==> config.mk <==
export PLATFORM = sky130hd
export DESIGN_NAME = flit_fifo_buffer
export DESIGN_NICKNAME = d
export VERILOG_FILES = /design/src/rtl/flit_fifo_buffer.sv
export SDC_FILE = /design/constraint.sdc
export NUM_CORES = 1
export LEC_CHECK = 0
export CAP_MARGIN = 10
export CORE_MARGIN = 8
export CORE_UTILIZATION = 50
export CTS_BUF_LIST = sky130_fd_sc_hd__clkbuf_8
export CTS_CLUSTER_SIZE = 30
export DETAILED_ROUTE_END_ITERATION = 16
export PLACE_DENSITY_LB_ADDON = 0.15
export SYNTH_ARGS = -nofsm -noshare
export SYNTH_HDL_FRONTEND = slang
export SYNTH_SLANG_ARGS = --single-unit
export TNS_END_PERCENT = 1
==> constraint.sdc <==
create_clock -name clk -period 3.3 [get_ports clk]
set_input_delay 0.66 -clock clk [delete_from_list [all_inputs] [get_ports clk]]
set_output_delay 0.66 -clock clk [all_outputs]
set_load 0.01 [all_outputs]
==> src/rtl/flit_fifo_buffer.sv <==
// Parametrised flit FIFO with registered send/ready handshake on both sides and first-word fall-through.
// Optional occupancy/almost-full status outputs are built when FLIT_FIFO_STATUS_EN is defined.
module flit_fifo_buffer #(
    parameter int  DATA_W = 64,
    parameter int  DEPTH  = 4,
    localparam int AW     = $clog2(DEPTH)
) (
    input  logic              clk,
    input  logic              reset,
    input  logic              buffer_en,
    input  logic [DATA_W-1:0] buffer_di,
    input  logic              buffer_si,
    output logic              buffer_ri,
    input  logic              buffer_ro,
    output logic              buffer_so,
    output logic [DATA_W-1:0] buffer_do
`ifdef FLIT_FIFO_STATUS_EN
    ,
    output logic [AW:0]       buffer_cnt,
    output logic              buffer_af
`endif
);

    localparam logic [AW:0] DEPTH_C  = (AW+1)'(DEPTH);
    localparam logic [AW:0] ALMOST_C = (AW+1)'(DEPTH - 1);
    localparam logic [AW:0] ZERO_C   = {(AW+1){1'b0}};

    logic [DATA_W-1:0] mem_q [DEPTH];
    logic [AW-1:0]     wr_ptr_q, wr_ptr_d;
    logic [AW-1:0]     rd_ptr_q, rd_ptr_d;
    logic [AW:0]       count_q, count_d;
    logic              ri_q, ri_d;
    logic              so_q, so_d;
    logic              wr_s, rd_s;

    // Handshake outputs are registered flags gated only by the enable, so neither ri nor so sees si/ro.
    assign buffer_ri = ri_q & buffer_en;
    assign buffer_so = so_q & buffer_en;
    assign buffer_do = mem_q[rd_ptr_q];

    // Transfer decode, pointer advance and next occupancy / handshake flags.
    always_comb begin
        wr_s     = buffer_si & buffer_ri;
        rd_s     = buffer_so & buffer_ro;
        wr_ptr_d = wr_ptr_q;
        rd_ptr_d = rd_ptr_q;
        if (wr_s) begin
            wr_ptr_d = wr_ptr_q + AW'(1);
        end else begin
            wr_ptr_d = wr_ptr_q;
        end
        if (rd_s) begin
            rd_ptr_d = rd_ptr_q + AW'(1);
        end else begin
            rd_ptr_d = rd_ptr_q;
        end
        count_d = count_q + {{AW{1'b0}}, wr_s} - {{AW{1'b0}}, rd_s};
        ri_d    = (count_d != DEPTH_C);
        so_d    = (count_d != ZERO_C);
    end

    // Control state: pointers, occupancy and the registered ready/send flags.
    always_ff @(posedge clk or negedge reset) begin
        if (!reset) begin
            wr_ptr_q <= {AW{1'b0}};
            rd_ptr_q <= {AW{1'b0}};
            count_q  <= ZERO_C;
            ri_q     <= 1'b0;
            so_q     <= 1'b0;
        end else begin
            wr_ptr_q <= wr_ptr_d;
            rd_ptr_q <= rd_ptr_d;
            count_q  <= count_d;
            ri_q     <= ri_d;
            so_q     <= so_d;
        end
    end

    // Flit storage; cleared on reset so a discarded stream never leaks onto buffer_do.
    always_ff @(posedge clk or negedge reset) begin
        if (!reset) begin
            for (int i = 0; i < DEPTH; i++) begin
                mem_q[i] <= {DATA_W{1'b0}};
            end
        end else if (wr_s) begin
            mem_q[wr_ptr_q] <= buffer_di;
        end else begin
            mem_q[wr_ptr_q] <= mem_q[wr_ptr_q];
        end
    end

`ifdef FLIT_FIFO_STATUS_EN
    logic af_q, af_d;

    assign af_d       = (count_d >= ALMOST_C);
    assign buffer_cnt = count_q;
    assign buffer_af  = af_q;

    // Almost-full flag follows the registered occupancy and ignores buffer_en.
    always_ff @(posedge clk or negedge reset) begin
        if (!reset) begin
            af_q <= 1'b0;
        end else begin
            af_q <= af_d;
        end
    end
`endif

endmodule
==> results.md <==
* Top post-synthesis cells by area: dfrtp_1, mux4_2, a21oi_1
* Hold Fails Final Rpt at 0
* Post-CTS resize count at 0
* Post-synth ARST share at between 90% and 100%
* Cell Count, Final, Fillers Out at 1574
* Antenna diodes at 0
* Initial core utilization at 50.5%
* Final period utilization at between 90 and 100%
* # clock sinks at 265
* Wire per inst at approximately 20 um
* Grt ovf at 0
* Area Overhead vs Synth at 19.9%
* Peak VDD IR at just under 0.0006 V
* Dominant synthesized flop cell: dfrtp_1
* Final ANT Viol Nets at 0
* Max-cap violations at 0
* CTS tree: built
* Final min period at ~3000 ps
* Total CTS buffers at between 40 and 50
* Post-Synthesis Cells at 1085
* CP Data Required Time at between 2000 and 3000 ps
* FMAX at roughly 330 MHz
* # IOs at roughly 140
* Crit path kind: reg2out
* DP HPWL at between 15 and 20 mm
* Clk buf depth at 3
* Worst-margin pin slew at 919 ps
* Pre-CTS setup slack at roughly 260 ps
* Final setup vio count at 0
* Root Buffer: clkbuf_8
* Fillcell total at around 2.2k
* Slew Limit Headroom at around two fifths
* Hold/Removal Path Class: in2async
* Count of cell types in the netlist at 23
* Synthesized Nets at 1161
* EDFF count, synth at 0
* Setup crit start kind: flip-flop
* Initial drt markers at 480
* Layout cell share with drive strength beyond 1 at between 20% and 30%
* Final Worst Setup Slack at between 200 and 250 ps
* First-pass GRT wire length at between 50 and 60 mm
* Top-area cell type share of the netlist area at about half
* Worst EP arrival at approximately 2400 ps
* Power Total at between 15000 and 20000 uW
* DRC violations left at 0
* Largest net degree at the start of global routing at 80
* Gr usage total at 19.7%
* Detailed Routing Iterations Pass 1 at 5
* # port buffers at between 100 and 150
* Pwr/cell area at between 1000 and 1500 nW/um2
* Seq/Total Area, Yosys at between 40% and 50%
* Max-slew violation count at 0
* Final core occ at 60.6%
* Die Y at 180 um
* Hold Buf Count CTS at 0
* Outcome: completed
* Inst Count DP at between 1k and 1.5k
* FF+latch count, synth at ~270
* H-Tree Depth at 2
* RSZ-0062 raised after global routing: no
* Vias per cell at 5.82
* Placer Congestion at roughly 0.73
* Core Area at 26700 um2
* FP Rows at 60
* Max FO, Critical Path at 34
* Lkg Pwr at 0.00604 uW
* Later-pin clock latency in the skew report at 540 ps
* Total negative slack at 0 ps
* Worst Clk Skew at 12.4 ps
* DIE AREA at 32500 um2
* Final net count at between 1k and 1.5k
* Vias in the first global route at roughly 9.7k
* Netlist Area Pre-Place at 13500 um2
* Vias at about 9.2k
* Largest area contributor in the netlist: dfrtp_1
* Post-CTS setup buffer count at 0
* Die width at approximately 180 um
* CTS clk-pin slew, worst paths at about 50 ps
* DRT Wirelength at about 31 mm
* Syn_area_per_cell at 12.4 um2
* Synth warn at 0
* Initial antenna violation count at 0
* Worst setup EP type: primary output
[critical path, stage by stage, from the launching register on]
cell and delay [ps]:
dfrtp_4 440, buf_12 280, mux4_2 540, clkdlybuf4s50_1 560
[layout by cell type (no fill, tap or decap)]
master	instances
xnor2_1	4
mux4_2	128
buf_4	10
buf_12	13
clkbuf_8	62
clkinv_2	2
a21oi_1	256
clkinvlp_4	1
nand3b_1	1
fa_1	1
and2_1	2
and3_1	1
dfrtp_1	261
xor2_1	1
clkdlybuf4s50_1	133
dfrtp_4	3
ha_1	2
mux2i_1	26
or3_1	1
inv_1	22
mux2_2	1
dfrtp_2	1
nand3_4	1
ha_4	4
mux2i_4	38
nand2_1	1
nor2_1	256
buf_8	1
[synthesized netlist by cell type (all sizes together), types with 2 or more instances]
library cell    n
and2            2
nor2          256
clkbuf         60
xnor2           4
dfrtp         265
mux4          128
buf            31
a21oi         256
inv             5
mux2i          64
ha              6
[report_power, final]
part | total, uW | internal, uW | switching, uW
clock | 2970 | 1660 | 1310
sequential | 5480 | 4530 | 940
combinational | 9130 | 4620 | 4520
[sequential cells by signal, summed over array words and instances, names as in the netlist]
signal / cells
count_q: 3
wr_ptr_q: 2
mem_q: 256
rd_ptr_q: 2
so_q: 1
ri_q: 1
[kinds of logic after synthesis]
| logic type | Yosys count | synth area share [%] |
|---|---|---|
| adders and majority gates | 7 | 0.704 |
| buffers and inverters | 96 | 3.28 |
| muxes | 193 | 29.7 |
| and+or+nand+nor | 263 | 7.42 |
| AOI/OAI and AO/OA | 256 | 9.49 |
| xor gates and xnor gates | 5 | 0.324 |
| DFF | 265 | 49.1 |
[routing by layer]
layer | vias to the layer above | GRT usage (%) | routed length (um)
li1 | 4186 | - | -
met1 | 4713 | 26.0 | 13800
met4 | 0 | 4.76 | 471
met3 | 45 | 3.77 | 1510
met2 | 221 | 33.2 | 15600
met5 | - | 0 | 0
[path summary, 6_finish.rpt]
path	startpoint	end	slack, ps	depth (start not counted)
max	rd_ptr_q[0]$_DFFE_PN0P_	buffer_do[1]	240	3
min	reset	mem_q[210]$_DFFE_PN0P_	90	1
max reg2reg	wr_ptr_q[1]$_DFFE_PN0N_	mem_q[218]$_DFFE_PN0P_	990	5
min reg2reg	count_q[2]$_DFF_PN0_	count_q[2]$_DFF_PN0_	480	1
max in group asynchronous	reset	mem_q[214]$_DFFE_PN0P_	2330	2
min in group clk	count_q[2]$_DFF_PN0_	count_q[2]$_DFF_PN0_	480	1
[cell type report]
type	instances	area, um2	area share (%)
clock inverter	20	81.3	0.502
tap	341	427	2.63
sequential	265	6640	41.0
multi-input combinational	724	6490	40.1
inverter	5	18.8	0.116
clock buffer	62	853	5.27
timing repair buffer	157	1680	10.4
[metrics by stage]
stage                     cell area, um2  hold slack, ps
after floorplan                    13500             364
after global placement             15300             487
after detailed placement           15300             482
after CTS                          16200             108
after global routing               16200             126
final                              16200            89.3
No activity file was read; power rests on OpenSTA's default activity.
